--- src/rtl/wb_cmd_master.sv ---
// wb_cmd_master: command FIFO feeding a Wishbone classic initiator.
// Each queued command runs as one bus cycle and gives one response.
// Ports: clk, rst (async, active-high)
//   cmd_*  : command push (valid/ready, we, adr, dat, sel)
//   rsp_*  : response pop (valid/ready, dat, err, timeout)
//   wb_*   : Wishbone classic initiator signals
//   busy   : FIFO non-empty or transfer in progress
// Optional: define WB_CMD_MASTER_TIMEOUT_EN for the request timeout.
module wb_cmd_master #(
   parameter int unsigned FIFO_DEPTH     = 4,
   parameter int unsigned TIMEOUT_CYCLES = 255
) (
   input  logic        clk,
   input  logic        rst,
   input  logic        cmd_valid,
   output logic        cmd_ready,
   input  logic        cmd_we,
   input  logic [31:0] cmd_adr,
   input  logic [31:0] cmd_dat,
   input  logic [3:0]  cmd_sel,
   output logic        rsp_valid,
   input  logic        rsp_ready,
   output logic [31:0] rsp_dat,
   output logic        rsp_err,
   output logic        rsp_timeout,
   output logic [31:0] wb_adr_o,
   output logic [31:0] wb_dat_o,
   output logic [3:0]  wb_sel_o,
   output logic        wb_we_o,
   output logic        wb_cyc_o,
   output logic        wb_stb_o,
   input  logic [31:0] wb_dat_i,
   input  logic        wb_ack_i,
   input  logic        wb_err_i,
   output logic        busy
);

   localparam int unsigned AW = $clog2(FIFO_DEPTH);

   if (FIFO_DEPTH < 2 || FIFO_DEPTH > 16 ||
       (FIFO_DEPTH & (FIFO_DEPTH - 1)) != 0) begin : g_bad_depth
      $error("FIFO_DEPTH must be a power of two in 2..16");
   end
   if (TIMEOUT_CYCLES < 1 || TIMEOUT_CYCLES > 255) begin : g_bad_tmo
      $error("TIMEOUT_CYCLES must be in 1..255");
   end

   typedef struct packed {
      logic        we;
      logic [31:0] adr;
      logic [31:0] dat;
      logic [3:0]  sel;
   } cmd_t;

   typedef enum logic [1:0] {
      IDLE = 2'd0,
      REQ  = 2'd1,
      RSP  = 2'd2
   } state_t;

   state_t      state_q, state_d;
   cmd_t        fifo_mem [FIFO_DEPTH];
   logic [AW:0] wr_ptr_q, wr_ptr_d;
   logic [AW:0] rd_ptr_q, rd_ptr_d;
   logic        rdy_en_q;
   cmd_t        bus_q, bus_d;
   logic [31:0] rsp_dat_q, rsp_dat_d;
   logic        rsp_err_q, rsp_err_d;
   logic        fifo_empty, fifo_full;
   logic        push, pop, tmo_hit;
   cmd_t        cmd_in;
   logic        unused_adr_bits;

   // Bus is word-addressed; byte offset is dropped at the FIFO input.
   assign unused_adr_bits = ^cmd_adr[1:0];

   assign cmd_in.we  = cmd_we;
   assign cmd_in.adr = {cmd_adr[31:2], 2'b00};
   assign cmd_in.dat = cmd_we ? cmd_dat : 32'h0;
   assign cmd_in.sel = cmd_sel;

   // Extra MSB on the pointers separates full from empty.
   assign fifo_empty = (wr_ptr_q == rd_ptr_q);
   assign fifo_full  = (wr_ptr_q[AW] != rd_ptr_q[AW]) &&
                       (wr_ptr_q[AW-1:0] == rd_ptr_q[AW-1:0]);

   // rdy_en_q keeps cmd_ready low in reset and until the first edge after.
   assign cmd_ready = rdy_en_q & ~fifo_full;
   assign push      = cmd_valid & cmd_ready;
   assign pop       = (state_q == IDLE) & ~fifo_empty;

   assign wr_ptr_d = push ? wr_ptr_q + (AW+1)'(1) : wr_ptr_q;
   assign rd_ptr_d = pop  ? rd_ptr_q + (AW+1)'(1) : rd_ptr_q;

   always_ff @(posedge clk) begin
      if (push) begin
         fifo_mem[wr_ptr_q[AW-1:0]] <= cmd_in;
      end
   end

`ifdef WB_CMD_MASTER_TIMEOUT_EN
   logic [7:0] tmo_cnt_q, tmo_cnt_d;
   logic       rsp_tmo_q, rsp_tmo_d;

   // Counter value N means N full REQ cycles have elapsed before this edge.
   assign tmo_hit = (state_q == REQ) &&
                    (tmo_cnt_q == 8'(TIMEOUT_CYCLES - 1));

   always_comb begin
      tmo_cnt_d = tmo_cnt_q;
      rsp_tmo_d = rsp_tmo_q;
      if (pop) begin
         tmo_cnt_d = 8'd0;
      end else if (state_q == REQ) begin
         tmo_cnt_d = tmo_cnt_q + 8'd1;
      end
      if (state_q == REQ) begin
         if (wb_ack_i | wb_err_i) begin
            rsp_tmo_d = 1'b0;
         end else if (tmo_hit) begin
            rsp_tmo_d = 1'b1;
         end
      end
   end

   always_ff @(posedge clk or posedge rst) begin
      if (rst) begin
         tmo_cnt_q <= 8'd0;
         rsp_tmo_q <= 1'b0;
      end else begin
         tmo_cnt_q <= tmo_cnt_d;
         rsp_tmo_q <= rsp_tmo_d;
      end
   end

   assign rsp_timeout = rsp_tmo_q;
`else
   assign tmo_hit     = 1'b0;
   assign rsp_timeout = 1'b0;
`endif

   // State register
   always_ff @(posedge clk or posedge rst) begin
      if (rst) begin
         state_q <= IDLE;
      end else begin
         state_q <= state_d;
      end
   end

   // Next-state logic
   always_comb begin
      state_d = state_q;
      unique case (state_q)
         IDLE: if (!fifo_empty) state_d = REQ;
         REQ:  if (wb_ack_i | wb_err_i | tmo_hit) state_d = RSP;
         RSP:  if (rsp_ready) state_d = IDLE;
         default: state_d = IDLE;
      endcase
   end

   // Output logic
   always_comb begin
      wb_cyc_o  = (state_q == REQ);
      wb_stb_o  = (state_q == REQ);
      rsp_valid = (state_q == RSP);
      busy      = ~fifo_empty | (state_q != IDLE);
   end

   // Bus and response datapath; err outranks ack, ack outranks timeout.
   always_comb begin
      bus_d     = bus_q;
      rsp_dat_d = rsp_dat_q;
      rsp_err_d = rsp_err_q;
      if (pop) begin
         bus_d = fifo_mem[rd_ptr_q[AW-1:0]];
      end
      if (state_q == REQ) begin
         if (wb_err_i) begin
            rsp_err_d = 1'b1;
            rsp_dat_d = 32'h0;
         end else if (wb_ack_i) begin
            rsp_err_d = 1'b0;
            rsp_dat_d = bus_q.we ? 32'h0 : wb_dat_i;
         end else if (tmo_hit) begin
            rsp_err_d = 1'b1;
            rsp_dat_d = 32'h0;
         end
      end
   end

   always_ff @(posedge clk or posedge rst) begin
      if (rst) begin
         wr_ptr_q  <= '0;
         rd_ptr_q  <= '0;
         rdy_en_q  <= 1'b0;
         bus_q     <= '0;
         rsp_dat_q <= 32'h0;
         rsp_err_q <= 1'b0;
      end else begin
         wr_ptr_q  <= wr_ptr_d;
         rd_ptr_q  <= rd_ptr_d;
         rdy_en_q  <= 1'b1;
         bus_q     <= bus_d;
         rsp_dat_q <= rsp_dat_d;
         rsp_err_q <= rsp_err_d;
      end
   end

   assign wb_adr_o = bus_q.adr;
   assign wb_dat_o = bus_q.dat;
   assign wb_sel_o = bus_q.sel;
   assign wb_we_o  = bus_q.we;
   assign rsp_dat  = rsp_dat_q;
   assign rsp_err  = rsp_err_q;

endmodule

--- config.mk ---
export PLATFORM = sky130hd
export DESIGN_NAME = wb_cmd_master
export DESIGN_NICKNAME = d
export VERILOG_FILES = /design/src/rtl/wb_cmd_master.sv
export SDC_FILE = /design/constraint.sdc
export NUM_CORES = 1
export LEC_CHECK = 0
export BUFFER_PORTS_ARGS = -buffer_cell sky130_fd_sc_hd__buf_4
export CAP_MARGIN = 10
export CORE_MARGIN = 2
export CORE_UTILIZATION = 51
export DETAILED_ROUTE_END_ITERATION = 6
export PLACE_DENSITY = 0.82
export SETUP_SLACK_MARGIN = 0.1
export SLEW_MARGIN = 10
export SYNTH_ARGS = -nofsm -noshare
export SYNTH_HDL_FRONTEND = slang
export SYNTH_SLANG_ARGS = --single-unit
--- constraint.sdc ---
create_clock -name clk -period 7.1 [get_ports clk]
set_input_delay 0.355 -clock clk [delete_from_list [all_inputs] [get_ports clk]]
set_output_delay 0.355 -clock clk [all_outputs]
set_load 0.1 [all_outputs]
======== Word-level counts from Yosys, hierarchy flattened ========
Memories as Yosys holds them, arrays and structs flattened. A register that Yosys moved wholly into a read port is not among the register bits.
Cells that the tools add are included.
word-level totals
  flip-flop bits (word level) ............. 74
  memory bits (writable) .................. 268
  bits of input ports ..................... 107
  memories kept ........................... 1
cells by class
  $add $sub $neg .......................... 2
  equality and inequality tests ........... 8
  muxes and demuxes ....................... 12
  bitwise gates (word level) .............. 7
  reduce and logical (&&, ||, !) cells .... 6
memory list
  name      depth  width  rd ports  clocked after Yosys merged registers in  write ports  RTL line  text
  fifo_mem  4      67     1         1                                        1            62        cmd_t fifo_mem [FIFO_DEPTH];
operators with widths
  kind                                                 count
  two-way mux 32 bit                                   4
  adder 3 x 1 -> 3 bit, second input constant          2
  two-way mux 2 bit                                    3
  case mux 2 bit (3 select lines)                      1
  two-way mux 1 bit                                    4
  != test 2 x 1 -> 1 bit, second input constant        2
  nonzero test 2 bit                                   2
  AND 1 bit                                            3
  equality test 3 bit                                  1
  AND reduction 3 bit                                  1
  equality test 2 x 1 -> 1 bit, second input constant  1
  equality test 2 bit                                  1
  equality test 2 bit, second input constant           1
  zero test 2 bit                                      1
  != test 2 bit, second input constant                 1
  inverter 1 bit                                       2
  bitwise OR 1 bit                                     2
  AND reduction 2 bit                                  1
  logical AND 1 bit                                    1
  != test 1 bit                                        1

======== Longest topological paths before layout ========
Gate-level depths: netlist (run 1).
  depth in word-level cells ............... 7
  depth in mapped cells ................... 6

======== Worst setup path after synthesis (run 1) ========
OpenSTA, ideal clock, no wires.
  path kind ............................... register -> register
  from .................................... register rd_ptr_q[1]
  to ...................................... memory fifo_mem[3][0] (netlist bit), enable pin
  arrival ................................. 6,254 ps
  required time ........................... 6,482 ps
  setup slack ............................. 228 ps
  cell stages (with the launch flop) ...... 4
  path buffers ............................ 1
  period minus slack after synthesis ...... 6,872 ps
  path through ............................ dfrtp_1 buf_2 xnor2_2 a311oi_1
on the way
  longest elaborated chain between the ends .. 7
RTL lines
  what                                     RTL line  text
  from (decl)                              64        logic [AW:0] rd_ptr_q, rd_ptr_d;
  from (signal assigned)                   202       rd_ptr_q <= rd_ptr_d;
  equality test 2 bit                      85        (wr_ptr_q[AW-1:0] == rd_ptr_q[AW-1:0]);
  logical AND 1 bit                        84        assign fifo_full = (wr_ptr_q[AW] != rd_ptr_q[AW]) &&
  inverter 1 bit                           88        assign cmd_ready = rdy_en_q & ~fifo_full;
  AND 1 bit                                88
  AND 1 bit                                89        assign push = cmd_valid & cmd_ready;
  two-way mux 1 bit                        96        if (push) begin
  two-way mux 1 bit (implied by the code)  97        fifo_mem[wr_ptr_q[AW-1:0]] <= cmd_in;
  to (decl)                                62
No other way between the ends.

======== Final worst setup path (run 1) ========
  from .................................... register rd_ptr_q[0]
  to ...................................... memory fifo_mem[1][58] (netlist bit), enable pin
Same word-level chain as after synthesis.

==> results of run 1 <==
## routing by layer
metal	vias to the layer above	track usage
met5	-	0
met1	3656	0.240
met4	0	0.0475
met2	237	0.319
met3	40	0.0501
li1	3195	-
## cells in the final DEF, fill, tap and decap left out, drive strengths merged, types with 2 or more instances in the layout
master | synthesis | final
mux4 | 67 | 67
clkinvlp | 0 | 2
xor2 | 4 | 4
a31oi | 3 | 3
ha | 5 | 5
xnor2 | 4 | 4
nor2 | 2 | 2
nand2 | 34 | 34
inv | 39 | 39
buf | 25 | 217
a311oi | 2 | 2
clkinv | 0 | 6
bufinv | 0 | 6
edfxtp | 268 | 268
mux2i | 32 | 32
dfrtp | 109 | 109
and2 | 35 | 35
clkbuf | 12 | 56
mux2 | 69 | 69
conb | 2 | 4
## kinds of logic after synthesis
group                    Yosys count  synth area share
flip-flops                       377             0.749
multiplexers                     168             0.184
buffers and inverters             76            0.0246
AND/OR/NAND/NOR                   75            0.0264
AO/OA/AOI/OAI                     10           0.00565
XOR/XNOR                           8           0.00591
adder cells (fa/ha/maj)            5           0.00435
other                              2          0.000522
## timing repair
action,CTS,global route
gates resized for setup,0,0
hold buffers,1,0
setup endpoints to repair,0,0
endpoints found under the hold margin,49,0
## final cells by class
type	count	area, um2	share of cell area
antenna	1	2.50	0.000141
multi-input combinational	270	3300	0.187
clock inverter	14	228	0.0129
timing repair buffer	218	1650	0.0930
tap	378	473	0.0267
inverter	39	149	0.00841
clock buffer	56	1110	0.0628
sequential	377	10800	0.609
## cells in the mapped netlist (all sizes together) (5+ instances only)
cell / number / area [um2]
edfxtp: 268 / 8050
dfrtp: 109 / 2730
mux2: 69 / 811
mux4: 67 / 1510
inv: 39 / 146
and2: 35 / 219
nand2: 34 / 128
mux2i: 32 / 320
buf: 25 / 163
clkbuf: 12 / 45.0
ha: 5 / 62.6
## state kept, by name (all words and copies together), names as in the netlist, 2 cells and up
name / count
fifo_mem: 268
rd_ptr_q: 3
rsp_dat: 32
state_q: 2
wb_adr_o: 30
wb_dat_o: 32
wb_sel_o: 4
wr_ptr_q: 3
## critical path, delay by kind of cell, from the launching register on
family                    cells  cell delay [ns]
xor gates and xnor gates      1             0.28
DFF                           1             0.84
AOI/OAI and AO/OA             1             0.46
and+or+nand+nor               1             0.93
## through the flow
stage,instance area [um2],hold WS [ns],util,cells
final,17700,0.0422,0.637,1353
after global routing,17700,0.0196,0.637,1352
after global placement,16300,0.474,0.588,1280
after CTS,17700,0.0172,0.636,1351
after detailed placement,16300,0.470,0.588,1280
after floorplan,14400,0.454,-,723
## path summary, 6_finish.rpt
check	end	slack, ns
max	fifo_mem[1][58]$_DFFE_PP_	4.09
min	fifo_mem[1][54]$_DFFE_PP_	0.04
max reg2reg	fifo_mem[1][58]$_DFFE_PP_	4.09
min reg2reg	wb_adr_o[17]$_DFFE_PP0P_	0.51
max in group asynchronous	rd_ptr_q[1]$_DFFE_PP0P_	5.21
min in group asynchronous	wb_sel_o[3]$_DFFE_PP0P_	0.48
==> flow_metrics.env, run 1 <==
export IMPL_status="complete, no violations"
export IMPL_yosys_warnings=0
export IMPL_dp_hpwl_mm=15.8
export IMPL_period_needed_ns=3.01
export IMPL_area_delta_synth_final_pct=23.0
export IMPL_wl_mm=27.5
export IMPL_cts_setup_buffers=0
export IMPL_synth_area_um2=14400
export IMPL_ios=215
export IMPL_max_clock_path_buffers=3
export IMPL_worstSetupStartpoint="rd_ptr_q[0]$_DFFE_PP0P_"
export IMPL_place_ws_ns=4.02
export IMPL_hold_class="primary input to register"
export IMPL_worstSkewPairLatency_ns=0.51
export IMPL_overflow=0
export IMPL_max_slew_margin=0.264
export IMPL_cap_violations=0
export IMPL_core_um2=27800
export IMPL_synth_seq_cells=377
export IMPL_layout_setup_ws_ns=4.09
export IMPL_syn_inst=721
export IMPL_start_util=0.518
export IMPL_dr_wl_met3_mm=2.08
export IMPL_crit_arrival_ns=3.14
export IMPL_drc=0
export IMPL_crit_type="register to register"
export IMPL_crit_fanout=67
export IMPL_hold_viol=0
export IMPL_critPathMaxStageDelay_ns=0.93
export IMPL_drive_gt1_frac=0.433
export IMPL_synth_edf_count=268
export IMPL_drtAntennaViolNets=0
export IMPL_grt_pass1_wl_mm=41.6
export IMPL_via_per_inst=5.27
export IMPL_fillers=1921
export IMPL_cts_buffers=38
export IMPL_highest_layer="met4"
export IMPL_synth_avg_cell_area_um2=20.0
export IMPL_globalplace_congestion=0.683
export IMPL_grt_util_all_layers=0.187
export IMPL_seq_area_frac_synth=0.749
export IMPL_tritoncts="built"
export IMPL_final_setup_tns_ns=0
export IMPL_dr_total_vias=7128
export IMPL_hold_depth=1
export IMPL_drt_first_pass_iters=4
export IMPL_cp_required_ns=7.22
export IMPL_nNetsFinal=1056
export IMPL_antenna_found_initial=1
export IMPL_cts_htree_levels=2
export IMPL_r2r_start="rd_ptr_q[0]$_DFFE_PP0P_"
export IMPL_routedWlPerCell_um=20.3
export IMPL_wl_met1_mm=11.3
export IMPL_r2r_cells=3
export IMPL_grt_max_degree=68
export IMPL_fin_crit_sh=0.424
export IMPL_max_freq_mhz=332
export IMPL_io_buffers=209
export IMPL_wl_met2_mm=13.6
export IMPL_cp_start_kind="register"
export IMPL_hold_start="cmd_adr[20]"
export IMPL_cp_cell_sequence="xnor2_2, a31oi_1, and2_4"
export IMPL_finClkSkew_ns=0.00915
export IMPL_worst_slew_pin_slew_ns=1.10
export IMPL_drv_slew=0
export IMPL_fp_dieW_um=172
export IMPL_setup_violations=0
export IMPL_async_flop_share=0.289
export IMPL_fp_row_count=61
export IMPL_grt_setup_unrepaired="false"
export IMPL_die_area_um2=29600
export IMPL_crit_path_end_kind="register"
export IMPL_die_h_um=172
export IMPL_clk_pin_slew_ns=0.06
export IMPL_cts_sinks=377
export IMPL_drt_iter0_drc=402
export IMPL_grt_pass1_vias=7425
export IMPL_cts_root_buffer="clkbuf_16"
export IMPL_cp_slowest_cell="and2_4"
export IMPL_yosysUniqueCellTypes=34
export IMPL_synth_top_flop_cell="edfxtp_1"
Power of run 1 is left out: the tool's default activity adds up to more than one toggle a clock period on the data nets, which glitch-free logic cannot reach.
==> inputs of run 2 (changes only) <==
--- a/config.mk
+++ b/config.mk
@@ -8,9 +8,9 @@
 export BUFFER_PORTS_ARGS = -buffer_cell sky130_fd_sc_hd__buf_4
 export CAP_MARGIN = 10
 export CORE_MARGIN = 2
-export CORE_UTILIZATION = 51
+export CORE_UTILIZATION = 57
 export DETAILED_ROUTE_END_ITERATION = 6
-export PLACE_DENSITY = 0.82
+export PLACE_DENSITY = 0.87
 export SETUP_SLACK_MARGIN = 0.1
 export SLEW_MARGIN = 10
 export SYNTH_ARGS = -nofsm -noshare
==> constraint.sdc (replaced) <==
create_clock -name clk -period 2.78 [get_ports clk]
set_input_delay 0.139 -clock clk [delete_from_list [all_inputs] [get_ports clk]]
set_output_delay 0.139 -clock clk [all_outputs]
set_load 0.1 [all_outputs]
==> run 2 against run 1 <==
Clock skew grew 0.0059 ns. Sequential share of layout area fell by 3.1 points. First-iteration DRC count up 45%. Count of clock-buffer cells in the layout rose by 4. Utilization up 11 points. Cell count rose by 3.9%. Largest cell class unchanged.
==> flow_metrics.env, run 2 (same netlist as run 1, synthesis figures left out) <==
export IMPL_dr_total_vias=7654
export IMPL_drv_slew=0
export IMPL_max_clock_path_buffers=3
export IMPL_fillers=1379
export IMPL_hold_start="cmd_dat[0]"
export IMPL_globalplace_congestion=0.758
export IMPL_ios=215
export IMPL_place_ws_ns=0.507
export IMPL_cp_cell_sequence="xnor2_4, nand3_1, or3_1, buf_4"
export IMPL_cp_required_ns=2.64
export IMPL_grt_use_met2=0.404
export IMPL_critPathMaxStageDelay_ns=0.66
export IMPL_worstSkewPairLatency_ns=0.51
export IMPL_io_buffers=209
export IMPL_max_slew_margin=0.541
export IMPL_layout_commonest_cell="edfxtp_1"
export IMPL_grt_util_all_layers=0.230
export IMPL_top_usage_layer="met2"
export IMPL_via_per_inst=5.44
export IMPL_grt_max_degree=110
export IMPL_hold_class="primary input to register"
export IMPL_setup_violations=0
export IMPL_cts_htree_levels=2
export IMPL_clk_pin_slew_ns=0.06
export IMPL_r2r_start="rd_ptr_q[1]$_DFFE_PP0P_"
export IMPL_overflow=0
export IMPL_use_met3=0.0481
export IMPL_nNetsFinal=1160
export IMPL_met1_usage=0.290
export IMPL_fp_row_count=58
export IMPL_antenna_found_initial=1
export IMPL_worst_slew_pin_slew_ns=0.689
export IMPL_cp_slowest_cell="dfrtp_4"
export IMPL_drtAntennaViolNets=0
export IMPL_wl_mm=29.7
export IMPL_hold_viol=0
export IMPL_hold_depth=2
export IMPL_cts_root_buffer="clkbuf_16"
export IMPL_status="complete, no violations"
export IMPL_final_cell_area_um2=18600
export IMPL_place_inst=1242
export IMPL_cts_buffers=38
export IMPL_period_needed_ns=2.46
export IMPL_regArea_um2=10800
export IMPL_dp_hpwl_mm=15.8
export IMPL_crit_arrival_ns=2.32
export IMPL_grt_pass1_wl_mm=45.9
export IMPL_die_area_um2=26500
export IMPL_grt_setup_unrepaired="false"
export IMPL_crit_path_end_kind="output port"
export IMPL_multiInputGateArea_um2=3320
export IMPL_die_h_um=163
export IMPL_area_delta_synth_final_pct=29.6
export IMPL_crit_fanout=27
export IMPL_routedWlPerCell_um=21.1
export IMPL_tritoncts="built"
export IMPL_cts_sinks=377
export IMPL_drt_iter0_drc=583
export IMPL_core_um2=25000
export IMPL_hold_end="fifo_mem[3][4]$_DFFE_PP_"
export IMPL_timing_rr_end="wb_sel_o[0]$_DFFE_PP0P_"
export IMPL_fp_dieW_um=163
export IMPL_rrSetupSlack_ns=0.54
export IMPL_cap_violations=0
export IMPL_cp_start_kind="register"
export IMPL_grt_pass1_vias=8335
export IMPL_fin_crit_sh=0.884
export IMPL_layout_setup_ws_ns=0.324
export IMPL_drive_gt1_frac=0.396
export IMPL_max_freq_mhz=407
export IMPL_final_cells=1406
export IMPL_worstSetupStartpoint="rd_ptr_q[1]$_DFFE_PP0P_"
export IMPL_drt_first_pass_iters=4
export IMPL_drc=0
export IMPL_largest_register_ffs=268
export IMPL_crit_type="register to output port"
export IMPL_r2r_cells=3
export IMPL_start_util=0.576
export IMPL_final_setup_tns_ns=0
export IMPL_finClkSkew_ns=0.0151
export IMPL_placed_area_um2=16500
export IMPL_final_cell_mix="edfxtp_1, buf_4, dfrtp_1"
[run 2: cell count changes in the layout (fill, tap and decap cells not counted), sizes merged]
cell and change:
dlygate4sd3 +95, clkinv -3, clkbuf +4, bufinv -4
buf +9
[run 2: worst max-delay path by stage]
stage	to	slack (ns)	cells past startpoint
after floorplan	fifo_mem[3][0]$_DFFE_PP_	-0.26	3
after global placement	fifo_mem[0][54]$_DFFE_PP_	0.57	4
after detailed placement	fifo_mem[0][36]$_DFFE_PP_	0.51	4
after CTS	busy	0.28	4
after global routing	busy	0.25	4
final	busy	0.32	4
[run 2: worst max-delay path: cells and delay by family, from the launching register on]
kind | cells | cell delay [ns]
flops | 1 | 0.66
buf+inv | 1 | 0.26
xor+xnor | 1 | 0.34
simple gates | 2 | 0.56
[run 2: final cells by class]
class	instances	share of cell area
Antenna cell	1	0.000134
Clock buffer	60	0.0593
Inverter	39	0.00805
Tap cell	330	0.0221
Timing Repair Buffer	322	0.149
Clock inverter	7	0.00490
Multi-Input combinational cell	270	0.178
Sequential cell	377	0.578
[run 2: routing by layer]
layer,wire length [um],part of all wire
met3,1690,0.057
met1,11600,0.39
met4,745,0.025
met5,0,0
met2,15700,0.53
[run 2: per-stage QoR]
| stage | util | hold slack, ns |
|---|---|---|
| 2_1_floorplan | - | 0.238 |
| 3_3_place_gp | 0.660 | 0.339 |
| 3_5_place_dp | 0.660 | 0.341 |
| 4_1_cts | 0.747 | 0.000266 |
| 5_1_grt | 0.747 | 0.0144 |
| 6_report | 0.747 | 0.00572 |
[run 2: timing repair]
| item | 4_1_cts | 5_1_grt |
|---|---|---|
| resized for setup | 0 | 0 |
| hold buffers | 96 | 0 |
| endpoints found under the hold margin | 373 | 0 |
| endpoints found under the setup margin | 0 | 0 |
| setup buffers | 0 | 0 |
Power of run 2 is left out for the same reason.
==> inputs of run 3 (changes only) <==
--- a/config.mk
+++ b/config.mk
@@ -8,9 +8,9 @@
 export BUFFER_PORTS_ARGS = -buffer_cell sky130_fd_sc_hd__buf_4
 export CAP_MARGIN = 10
 export CORE_MARGIN = 2
-export CORE_UTILIZATION = 57
+export CORE_UTILIZATION = 35
 export DETAILED_ROUTE_END_ITERATION = 6
-export PLACE_DENSITY = 0.87
+export PLACE_DENSITY = 0.6
 export SETUP_SLACK_MARGIN = 0.1
 export SLEW_MARGIN = 10
 export SYNTH_ARGS = -nofsm -noshare
==> run 3 against run 2 <==
Via count down 1.5%. Register-to-register slack better by 0.02 ns. Fmax down 1.1%. Critical endpoint unchanged.
==> flow_metrics.env, run 3 (same netlist as run 1, synthesis figures left out) <==
export IMPL_dr_total_vias=7539
export IMPL_core_um2=40700
export IMPL_crit_type="register to output port"
export IMPL_final_cells=1630
export IMPL_setup_violations=0
export IMPL_fp_row_count=74
export IMPL_worstSkewPairLatency_ns=0.56
export IMPL_die_area_um2=42700
export IMPL_cp_cell_sequence="xnor2_2, nand3_1, or3_1, buf_4"
export IMPL_finish_utilization=0.472
export IMPL_wl_mm=31.4
export IMPL_antenna_found_initial=3
export IMPL_area_delta_synth_final_pct=33.6
export IMPL_r2r_start="rd_ptr_q[1]$_DFFE_PP0P_"
export IMPL_worstSetupStartpoint="rd_ptr_q[0]$_DFFE_PP0P_"
export IMPL_tritoncts="built"
export IMPL_fp_dieW_um=207
export IMPL_max_slew_margin=0.534
export IMPL_period_needed_ns=2.48
export IMPL_grt_util_all_layers=0.149
export IMPL_drtAntennaViolNets=0
export IMPL_cts_buffers=43
export IMPL_drv_slew=0
export IMPL_grt_pass1_wl_mm=47.1
export IMPL_cp_slowest_cell="dfrtp_4"
export IMPL_critPathMaxStageDelay_ns=0.50
export IMPL_fillers=3464
export IMPL_status="complete, no violations"
export IMPL_crit_fanout=6
export IMPL_drc=0
export IMPL_hold_start="cmd_we"
export IMPL_fin_crit_sh=0.893
export IMPL_start_util=0.353
export IMPL_die_h_um=207
export IMPL_hold_class="primary input to register"
export IMPL_drt_first_pass_iters=4
export IMPL_place_inst=1444
export IMPL_largest_register_ffs=268
export IMPL_grt_pass1_vias=8062
export IMPL_layout_commonest_cell="edfxtp_1"
export IMPL_cp_start_kind="register"
export IMPL_via_per_inst=4.63
export IMPL_final_cell_mix="edfxtp_1, buf_4, dfrtp_1"
export IMPL_nNetsFinal=1172
export IMPL_drt_iter0_drc=392
export IMPL_placed_area_um2=16800
export IMPL_crit_path_end_kind="output port"
export IMPL_grt_max_degree=70
export IMPL_io_buffers=209
export IMPL_clk_pin_slew_ns=0.06
export IMPL_cts_root_buffer="clkbuf_16"
export IMPL_worst_slew_pin_slew_ns=0.700
export IMPL_globalplace_congestion=0.709
export IMPL_dp_hpwl_mm=17.5
export IMPL_cp_required_ns=2.64
export IMPL_cts_sinks=377
export IMPL_grt_setup_unrepaired="false"
export IMPL_finClkSkew_ns=0.0332
export IMPL_max_clock_path_buffers=3
export IMPL_max_freq_mhz=403
export IMPL_routedWlPerCell_um=19.3
export IMPL_crit_arrival_ns=2.34
export IMPL_cts_setup_buffers=0
export IMPL_drive_gt1_frac=0.402
export IMPL_hold_viol=0
export IMPL_cts_htree_levels=2
export IMPL_final_cell_area_um2=19200
export IMPL_cap_violations=0
export IMPL_ios=215
export IMPL_overflow=0
[run 3: changes by cell type in the layout (fill, tap and decap cells not counted), sizes merged]
| cell | before | now |
|---|---|---|
| bufinv | 2 | 4 |
| clkinv | 3 | 11 |
| clkbuf | 60 | 61 |
| diode | 1 | 3 |
| inv | 39 | 40 |
| dlygate4sd3 | 96 | 103 |
| clkinvlp | 2 | 3 |
[run 3: what timing repair did]
action                                 CTS  global route
endpoints found under the hold margin  408             0
gates resized for setup                  0             0
hold buffers                           103             0
[run 3: metrics by stage]
| stage | hold WS [ns] | setup TNS [ns] | setup WS (ns) |
|---|---|---|---|
| floorplan | 0.238 | -17.69 | -0.261 |
| global placement | 0.293 | 0 | 0.580 |
| detailed placement | 0.298 | 0 | 0.563 |
| CTS | 0.0735 | 0 | 0.233 |
| global route | 0.0926 | 0 | 0.172 |
| finish | 0.0983 | 0 | 0.297 |
[run 3: per-layer routing]
layer  global-route usage  wire, um
met1                0.186     13600
met2                0.250     15200
met3               0.0396      2020
met4               0.0514       659
met5                    0         0
[run 3: layout make-up]
class	count	area, um2	share of cell area
clock inverters	19	219	0.0114
well taps	532	666	0.0346
multi-input cells	270	3320	0.173
clock buffers	61	1210	0.0632
flip-flops and latches	377	10800	0.561
repair buffers	329	2870	0.149
diodes	3	7.51	0.000391
inverters	39	150	0.00781
[run 3: critical path, delay by kind of cell (launching register included)]
kind	cells	cell delay [ns]
buffers and inverters	1	0.25
DFF	1	0.50
xor gates and xnor gates	1	0.40
and+or+nand+nor	2	0.62
[run 3: final timing paths]
check | end | slack [ns] | depth (start not counted)
worst max-delay path | busy | 0.30 | 4
worst min-delay path | fifo_mem[3][66]$_DFFE_PP_ | 0.1 | 1
worst max register to register | fifo_mem[2][44]$_DFFE_PP_ | 0.56 | 4
worst min register to register | wb_sel_o[1]$_DFFE_PP0P_ | 0.49 | 1
max in group asynchronous | wb_dat_o[19]$_DFFE_PP0P_ | 1.91 | 4
min in group asynchronous | wb_sel_o[2]$_DFFE_PP0P_ | 0.27 | 4
Power of run 3 is left out for the same reason.
